**config.mk**
```make
export PLATFORM = sky130hd
export DESIGN_NAME = lockstep_compare_monitor_flat
export DESIGN_NICKNAME = d
export VERILOG_FILES = /design/src/rtl/lockstep_compare_monitor_if.sv /design/src/rtl/lockstep_compare_monitor.sv /design/src/flat_wrapper.sv
export SDC_FILE = /design/constraint.sdc
export NUM_CORES = 1
export LEC_CHECK = 0
export ABC_AREA = 1
export CORE_MARGIN = 4
export CORE_UTILIZATION = 48
export DETAILED_ROUTE_END_ITERATION = 16
export HOLD_SLACK_MARGIN = 0.02
export MAX_ROUTING_LAYER = met4
export PLACE_DENSITY = 0.86
export SYNTH_ARGS = -nofsm -noshare
export SYNTH_HDL_FRONTEND = slang
export SYNTH_SLANG_ARGS = --single-unit
```
**constraint.sdc**
```tcl
create_clock -name clk -period 3.4 [get_ports clk]
set_input_delay 0.51 -clock clk [delete_from_list [all_inputs] [get_ports clk]]
set_output_delay 0.51 -clock clk [all_outputs]
set_load 0.02 [all_outputs]
```
**src/rtl/lockstep_compare_monitor_if.sv**
```systemverilog
// ---------------------------------------------------------------------------
// lockstep_compare_monitor_if
//   Bus bundle between the lockstep compare monitor and its environment
//   (the golden/netlist design copies and whoever reads the verdict).
//
//   master : the monitor itself. It drives stimulus, DUT reset and status,
//            and reads start, golden, netlist and mask.
//   slave  : the environment, the mirror image of master.
//
//   Signals:
//     start               run request (level sampled)
//     golden / netlist    outputs of the two design copies
//     mask                1 = bit takes part in the compare
//     stim                stimulus to both copies
//     dut_rst             active-high reset to both copies
//     busy / done / pass  run status and verdict
//     mismatch_cnt        saturating mismatch count
//     first_fail_*        first-mismatch capture (zero when not built)
// ---------------------------------------------------------------------------
interface lockstep_compare_monitor_if #(
    parameter int IN_W  = 32,
    parameter int OUT_W = 32,
    parameter int CNT_W = 16
);
    logic             start;
    logic [OUT_W-1:0] golden;
    logic [OUT_W-1:0] netlist;
    logic [OUT_W-1:0] mask;
    logic [IN_W-1:0]  stim;
    logic             dut_rst;
    logic             busy;
    logic             done;
    logic             pass;
    logic [CNT_W-1:0] mismatch_cnt;
    logic [CNT_W-1:0] first_fail_idx;
    logic [OUT_W-1:0] first_fail_golden;
    logic [OUT_W-1:0] first_fail_netlist;

    modport master (
        input  start, golden, netlist, mask,
        output stim, dut_rst, busy, done, pass, mismatch_cnt,
               first_fail_idx, first_fail_golden, first_fail_netlist
    );

    modport slave (
        output start, golden, netlist, mask,
        input  stim, dut_rst, busy, done, pass, mismatch_cnt,
               first_fail_idx, first_fail_golden, first_fail_netlist
    );
endinterface

```
**src/rtl/lockstep_compare_monitor.sv**
```systemverilog
// ---------------------------------------------------------------------------
// lockstep_compare_monitor
//   Self-checking harness for golden-vs-netlist lockstep equivalence runs.
//   A run holds both design copies in reset for RST_CYCLES cycles, then
//   feeds NUM_VECTORS pseudo-random vectors from a 32-bit Galois LFSR, each
//   held for PERIOD cycles. The masked outputs of the two copies are
//   compared on the last cycle of the reset phase (index 0) and on the last
//   cycle of every vector period (index 1..NUM_VECTORS). Mismatches are
//   counted with saturation; done/pass report the verdict.
//
//   Ports:
//     clk  rising-edge clock
//     rst  synchronous active-low reset
//     bus  lockstep_compare_monitor_if.master (start, golden, netlist, mask
//          in; stim, dut_rst, busy, done, pass, mismatch_cnt,
//          first_fail_idx/golden/netlist out)
//
//   Build option:
//     LCM_FIRST_FAIL_CAPTURE_EN  when defined, the index and raw (unmasked)
//     golden/netlist buses of the first mismatch of a run are latched.
//     Otherwise the first_fail_* outputs are tied to zero.
// ---------------------------------------------------------------------------
module lockstep_compare_monitor #(
    parameter int          IN_W        = 32,
    parameter int          OUT_W       = 32,
    parameter int          NUM_VECTORS = 1000,
    parameter int          PERIOD      = 2,
    parameter int          RST_CYCLES  = 2,
    parameter int          CNT_W       = 16,
    parameter logic [31:0] SEED        = 32'h1
) (
    input  logic                        clk,
    input  logic                        rst,
    lockstep_compare_monitor_if.master  bus
);

    localparam logic [1:0] S_IDLE = 2'd0;
    localparam logic [1:0] S_RST  = 2'd1;
    localparam logic [1:0] S_RUN  = 2'd2;
    localparam logic [1:0] S_DONE = 2'd3;

    localparam logic [31:0] POLY     = 32'h8020_0003;
    // An all-zero Galois LFSR is stuck, so a zero seed is replaced by 1.
    localparam logic [31:0] SEED_EFF = (SEED == 32'h0) ? 32'h1 : SEED;

    localparam int CYC_MAX = (RST_CYCLES > PERIOD) ? RST_CYCLES : PERIOD;
    localparam int CYC_W   = (CYC_MAX > 1) ? $clog2(CYC_MAX) : 1;
    localparam int VEC_W   = $clog2(NUM_VECTORS + 1);

    localparam logic [CYC_W-1:0] RST_LAST = CYC_W'(RST_CYCLES - 1);
    localparam logic [CYC_W-1:0] PER_LAST = CYC_W'(PERIOD - 1);
    localparam logic [VEC_W-1:0] VEC_LAST = VEC_W'(NUM_VECTORS);

    logic [1:0]       state_q,   state_d;
    logic [CYC_W-1:0] cyc_q,     cyc_d;
    logic [VEC_W-1:0] vec_q,     vec_d;
    logic [31:0]      lfsr_q,    lfsr_d;
    logic [IN_W-1:0]  stim_q,    stim_d;
    logic             dut_rst_q, dut_rst_d;
    logic             busy_q,    busy_d;
    logic             done_q,    done_d;
    logic             pass_q,    pass_d;
    logic [CNT_W-1:0] cnt_q,     cnt_d;

    logic [31:0]      lfsr_nxt;
    logic             mism;
    logic             rst_cmp;
    logic             run_cmp;
    logic             cmp;
    logic             launch;

    always_comb begin
        lfsr_nxt = lfsr_q[0] ? ((lfsr_q >> 1) ^ POLY) : (lfsr_q >> 1);
        mism     = |((bus.golden ^ bus.netlist) & bus.mask);
        rst_cmp  = (state_q == S_RST) && (cyc_q == RST_LAST);
        run_cmp  = (state_q == S_RUN) && (cyc_q == PER_LAST);
        cmp      = rst_cmp || run_cmp;
        launch   = ((state_q == S_IDLE) || (state_q == S_DONE)) && bus.start;
    end

    always_comb begin
        state_d   = state_q;
        cyc_d     = cyc_q;
        vec_d     = vec_q;
        lfsr_d    = lfsr_q;
        stim_d    = stim_q;
        dut_rst_d = dut_rst_q;
        busy_d    = busy_q;
        done_d    = done_q;
        pass_d    = pass_q;
        cnt_d     = cnt_q;

        if (cmp && mism && (cnt_q != {CNT_W{1'b1}}))
            cnt_d = cnt_q + 1'b1;

        case (state_q)
            S_IDLE, S_DONE: begin
                if (launch) begin
                    state_d   = S_RST;
                    cyc_d     = '0;
                    vec_d     = '0;
                    lfsr_d    = SEED_EFF;
                    stim_d    = '0;
                    dut_rst_d = 1'b1;
                    busy_d    = 1'b1;
                    done_d    = 1'b0;
                    pass_d    = 1'b0;
                    cnt_d     = '0;
                end
            end
            S_RST: begin
                cyc_d = cyc_q + 1'b1;
                if (rst_cmp) begin
                    state_d   = S_RUN;
                    cyc_d     = '0;
                    vec_d     = VEC_W'(1);
                    dut_rst_d = 1'b0;
                    stim_d    = lfsr_q[IN_W-1:0];
                end
            end
            default: begin // S_RUN
                cyc_d = cyc_q + 1'b1;
                if (run_cmp) begin
                    cyc_d = '0;
                    if (vec_q == VEC_LAST) begin
                        // Verdict includes the compare made on this edge.
                        state_d = S_DONE;
                        busy_d  = 1'b0;
                        done_d  = 1'b1;
                        pass_d  = (cnt_d == '0);
                    end else begin
                        vec_d  = vec_q + 1'b1;
                        lfsr_d = lfsr_nxt;
                        stim_d = lfsr_nxt[IN_W-1:0];
                    end
                end
            end
        endcase
    end

    always_ff @(posedge clk) begin
        if (!rst) begin
            state_q   <= S_IDLE;
            cyc_q     <= '0;
            vec_q     <= '0;
            lfsr_q    <= SEED_EFF;
            stim_q    <= '0;
            dut_rst_q <= 1'b1;
            busy_q    <= 1'b0;
            done_q    <= 1'b0;
            pass_q    <= 1'b0;
            cnt_q     <= '0;
        end else begin
            state_q   <= state_d;
            cyc_q     <= cyc_d;
            vec_q     <= vec_d;
            lfsr_q    <= lfsr_d;
            stim_q    <= stim_d;
            dut_rst_q <= dut_rst_d;
            busy_q    <= busy_d;
            done_q    <= done_d;
            pass_q    <= pass_d;
            cnt_q     <= cnt_d;
        end
    end

    assign bus.stim         = stim_q;
    assign bus.dut_rst      = dut_rst_q;
    assign bus.busy         = busy_q;
    assign bus.done         = done_q;
    assign bus.pass         = pass_q;
    assign bus.mismatch_cnt = cnt_q;

`ifdef LCM_FIRST_FAIL_CAPTURE_EN
    logic             ff_seen_q, ff_seen_d;
    logic [CNT_W-1:0] ff_idx_q,  ff_idx_d;
    logic [OUT_W-1:0] ff_gold_q, ff_gold_d;
    logic [OUT_W-1:0] ff_net_q,  ff_net_d;

    always_comb begin
        ff_seen_d = ff_seen_q;
        ff_idx_d  = ff_idx_q;
        ff_gold_d = ff_gold_q;
        ff_net_d  = ff_net_q;
        if (launch) begin
            ff_seen_d = 1'b0;
            ff_idx_d  = '0;
            ff_gold_d = '0;
            ff_net_d  = '0;
        end else if (cmp && mism && !ff_seen_q) begin
            // The reset compare reports index 0; vec_q is still 0 there too
            // but the explicit select keeps the intent obvious.
            ff_seen_d = 1'b1;
            ff_idx_d  = rst_cmp ? '0 : CNT_W'(vec_q);
            ff_gold_d = bus.golden;
            ff_net_d  = bus.netlist;
        end
    end

    always_ff @(posedge clk) begin
        if (!rst) begin
            ff_seen_q <= 1'b0;
            ff_idx_q  <= '0;
            ff_gold_q <= '0;
            ff_net_q  <= '0;
        end else begin
            ff_seen_q <= ff_seen_d;
            ff_idx_q  <= ff_idx_d;
            ff_gold_q <= ff_gold_d;
            ff_net_q  <= ff_net_d;
        end
    end

    assign bus.first_fail_idx     = ff_idx_q;
    assign bus.first_fail_golden  = ff_gold_q;
    assign bus.first_fail_netlist = ff_net_q;
`else
    assign bus.first_fail_idx     = '0;
    assign bus.first_fail_golden  = '0;
    assign bus.first_fail_netlist = '0;
`endif

endmodule

```
**src/flat_wrapper.sv**
```systemverilog
// flat-port wrapper written by rule: the top's interface ports become plain ports
module lockstep_compare_monitor_flat 
#(
    parameter int          IN_W        = 32,
    parameter int          OUT_W       = 32,
    parameter int          NUM_VECTORS = 1000,
    parameter int          PERIOD      = 2,
    parameter int          RST_CYCLES  = 2,
    parameter int          CNT_W       = 16,
    parameter logic [31:0] SEED        = 32'h1
)
  (clk, rst, bus_start, bus_golden, bus_netlist, bus_mask, bus_stim, bus_dut_rst, bus_busy, bus_done, bus_pass, bus_mismatch_cnt, bus_first_fail_idx, bus_first_fail_golden, bus_first_fail_netlist);
  lockstep_compare_monitor_if #(.IN_W(IN_W), .OUT_W(OUT_W), .CNT_W(CNT_W)) bus_i ();
  input  logic clk;
  input  logic rst;
  input wire logic [$bits(bus_i.start)-1:0] bus_start;
  input wire logic [$bits(bus_i.golden)-1:0] bus_golden;
  input wire logic [$bits(bus_i.netlist)-1:0] bus_netlist;
  input wire logic [$bits(bus_i.mask)-1:0] bus_mask;
  output wire logic [$bits(bus_i.stim)-1:0] bus_stim;
  output wire logic [$bits(bus_i.dut_rst)-1:0] bus_dut_rst;
  output wire logic [$bits(bus_i.busy)-1:0] bus_busy;
  output wire logic [$bits(bus_i.done)-1:0] bus_done;
  output wire logic [$bits(bus_i.pass)-1:0] bus_pass;
  output wire logic [$bits(bus_i.mismatch_cnt)-1:0] bus_mismatch_cnt;
  output wire logic [$bits(bus_i.first_fail_idx)-1:0] bus_first_fail_idx;
  output wire logic [$bits(bus_i.first_fail_golden)-1:0] bus_first_fail_golden;
  output wire logic [$bits(bus_i.first_fail_netlist)-1:0] bus_first_fail_netlist;
  assign bus_i.start = bus_start;
  assign bus_i.golden = bus_golden;
  assign bus_i.netlist = bus_netlist;
  assign bus_i.mask = bus_mask;
  assign bus_stim = bus_i.stim;
  assign bus_dut_rst = bus_i.dut_rst;
  assign bus_busy = bus_i.busy;
  assign bus_done = bus_i.done;
  assign bus_pass = bus_i.pass;
  assign bus_mismatch_cnt = bus_i.mismatch_cnt;
  assign bus_first_fail_idx = bus_i.first_fail_idx;
  assign bus_first_fail_golden = bus_i.first_fail_golden;
  assign bus_first_fail_netlist = bus_i.first_fail_netlist;
  lockstep_compare_monitor #(.IN_W(IN_W), .OUT_W(OUT_W), .NUM_VECTORS(NUM_VECTORS), .PERIOD(PERIOD), .RST_CYCLES(RST_CYCLES), .CNT_W(CNT_W), .SEED(SEED)) u_core (.clk(clk), .rst(rst), .bus(bus_i));
endmodule
```
==> results by group <==
Yosys
  • Synth area leader: dfxtp_1
  • Seq/Total Area, Yosys: 0.332
  • Post-synth ARST share: 0
  • Mapped Cells: 878
  • EDFF count, synth: 0
  • Top-count cell post-synth: nand2_1
  • Top post-synthesis cells by count: nand2_1, dfxtp_1, inv_1, buf_4, nand3_1
  • Synth top area share: 0.332
  • Unique cell type count in the Yosys netlist: 42
  • Main flop type after synthesis: dfxtp_1
  • Area contributors post-synth: dfxtp_1, nand2_1, buf_4, nand3_1, inv_1
  • Register bit total from synthesis: just under 100
  • Ys Warns: 0
  • Synthesized cell area: slightly below 0.006 mm^2
  • Mapped Avg Cell Area: 6.66 um^2

Global routing
  • Remaining global-route overflow: 0
  • Tot GR Track Use: 0.215
  • Initial antenna violation count: 0
  • Vias in the first global route: 5153
  • Largest net degree at the start of global routing: 63
  • Global-route wire length before repair: 24600 um

Floorplanning
  • I/O pin cnt: 231
  • Core Area: 0.0120 mm^2
  • FP Rows: 40
  • Initial Utilization: 0.489
  • Die Span Y: 118 um
  • Die X: 118 um
  • Die area: about 0.014 mm^2

Worst setup path
  • Crit Path Class: reg2reg
  • Critical Path Sink Type: register
  • Worst Path Required: 3.68 ns
  • CP Max Fanout: 22
  • Arrival time worst endpoint: approximately 2.8 ns
  • Startpoint Class: register

Route
  • DRT Pass-1 Iters: 5
  • Via Count: between 5000 and 6000
  • Starting DRT DRC Count: 421
  • DR WL/cell: 13.1 um
  • Final wirelength: 15300 um
  • Routed vias/inst: 4.99
  • Drt drc: 0
  • Final ANT Viol Nets: 0

Final layout
  • Post-layout nets: 1116
  • Area taken by multi-input logic gates: 0.00305 mm^2
  • Fillers: 1052
  • Design area: 0.00745 mm^2
  • Ant diodes: 0
  • Area Growth Syn to Fin: 27.3%
  • Ratio of cells with drive above 1 in the final layout: 0.0581
  • FF/Latch Area: roughly 0.0019 mm^2

Placement
  • Post-DP Area: between 0.007 and 0.008 mm^2
  • DP HPWL: about 12000 um
  • RePlAce Congestion: 0.860
  • Port-buffer cells: 150

CTS
  • Reg clk slew, reported paths: 0.07 ns
  • Post-cts sizing count: 0
  • Post CTS Setup Buffer Count: 0
  • CTS tree: built
  • CTS Hold Bufs: 0
  • Worst skew pair latency: around 0.34 ns
  • CTS Buf Count: 9
  • CTS Buffer Depth: 2
  • Clk sink count: 97
  • CTS H-tree depth: 3
  • CTS root buf: clkbuf_16

Status
  • Outcome: completed

Timing
  • Hold Vio Cnt, Final: 0
  • Minimum period implied by the final worst setup slack: 2.57 ns
  • Setup TNS: 0 ns
  • Fmax achieved: 390 MHz
  • Final setup fails: 0
  • Unrepaired setup endpoints after global routing: no
  • Pins Over Slew Limit: 0
  • Max transition margin: 0.193
  • Clock Skew: 0.00793 ns
  • Slew @ Worst Pin: 1.21 ns
  • Final worst path period share: 0.755

Power and ir drop
  • Final Power: roughly 4.7 mW
  • Clk pwr share: 0.220
  • Psw: 2.04 mW
  • Leakage: roughly 3.1 nW
  • Pint: 2.69 mW
  • Switching share of power: 0.432
  • VDD IR max: 493 uV
  • Comb pwr share: 0.468
  • Pwr/cell area: 635 mW/mm^2
  • Sequential share of power: 0.312

Worst hold path
  • Worst hold path type: reg2reg

Run
  • Max-Cap Viols: 0
-- worst max-delay path, cell delays in order, from the launching register on --
cell and delay [ns]:
dfxtp_1 0.33, inv_1 0.07, ha_1 0.58, inv_1 0.29, o21ai_4 0.30, nand3_4 0.27, nand2_1 0.16, nand2_1 0.06
nor2_1 0.10, nand3_1 0.09, nor2_1 0.09, nand2_1 0.07, a21oi_2 0.11
-- cell families after synthesis --
kind of cell	count (synthesis)	synth area share
simple gates	395	0.291
fa+ha+maj	6	0.0128
flops	97	0.332
buf+inv	220	0.198
compound gates	142	0.140
other cells	1	0.000641
xor+xnor	17	0.0255
-- power groups by stage --
stage	Combinational (mW)	Clock [mW]	Sequential, mW
final	2.21	1.04	1.48
after global routing	2.42	1.11	1.50
after CTS	2.20	1.06	1.48
after detailed placement	2.19	0	1.50
after global placement	2.15	0	1.50
after floorplan	1.35	0	1.67
-- area by class of cell --
class / count / area share
Tap cell: 147 / 0.0247
Clock buffer: 9 / 0.0302
Timing Repair Buffer: 158 / 0.210
Sequential cell: 97 / 0.261
Multi-Input combinational cell: 640 / 0.410
Clock inverter: 7 / 0.0116
Inverter: 105 / 0.0531
-- stage by stage --
stage	util	hold WS, ns	std cells	setup WS (ns)
floorplan	-	0.458	957	1.36
global placement	0.596	0.454	1147	0.798
detailed placement	0.596	0.463	1147	0.768
CTS	0.622	0.498	1163	0.845
global route	0.622	0.512	1163	0.494
finish	0.622	0.495	1163	0.834
-- sequential cells by signal, summed over array words and instances, names as in the netlist --
signal	cells
u_core.cyc_q	1
u_core.lfsr_q	32
u_core.bus.pass	1
u_core.bus.mismatch_cnt	16
u_core.bus.dut_rst	1
u_core.vec_q	10
u_core.bus.busy	1
u_core.state_q	2
u_core.bus.stim	32
u_core.bus.done	1
-- path summary, 6_finish.rpt --
| check | from | end | slack [ns] | cells past startpoint |
|---|---|---|---|---|
| worst min-delay path | u_core.bus.done | u_core.bus.done | 0.50 | 2 |
| worst min register to register | u_core.bus.done | u_core.bus.done | 0.50 | 2 |
| worst max-delay path | u_core.state_q[1] | u_core.bus.pass | 0.83 | 12 |
| worst max register to register | u_core.state_q[1] | u_core.bus.pass | 0.83 | 12 |
-- routing by layer --
| metal | vias up | global-route usage | part of all wire | wire (um) |
|---|---|---|---|---|
| met5 | - | - | 0 | 0 |
| met4 | 0 | 0.0442 | 0.012 | 183 |
| met3 | 20 | 0.0488 | 0.063 | 969 |
| met2 | 216 | 0.360 | 0.50 | 7650 |
| met1 | 2642 | 0.266 | 0.42 | 6470 |
| li1 | 2921 | - | - | - |
-- placed cells by master, fill, tap and decap left out, types with 2 or more instances in the layout --
cell type	count
clkdlybuf4s50_1	150
conb_1	80
inv_8	2
o22ai_1	4
a211oi_1	3
nand2_2	2
nand3_2	2
nand4_1	9
dfxtp_1	97
ha_1	6
a31oi_1	31
clkbuf_16	9
clkinv_4	2
o21ai_2	6
nor3_2	3
xnor2_1	8
nor2_2	6
nor3_1	7
clkinv_1	3
inv_1	92
inv_2	9
buf_4	8
nand3_1	71
or2_1	2
a21oi_1	48
o21ai_0	43
nor2_1	49
nand2_1	239
or2_0	2
xor2_1	9
Power figures use the tool's default switching activity.
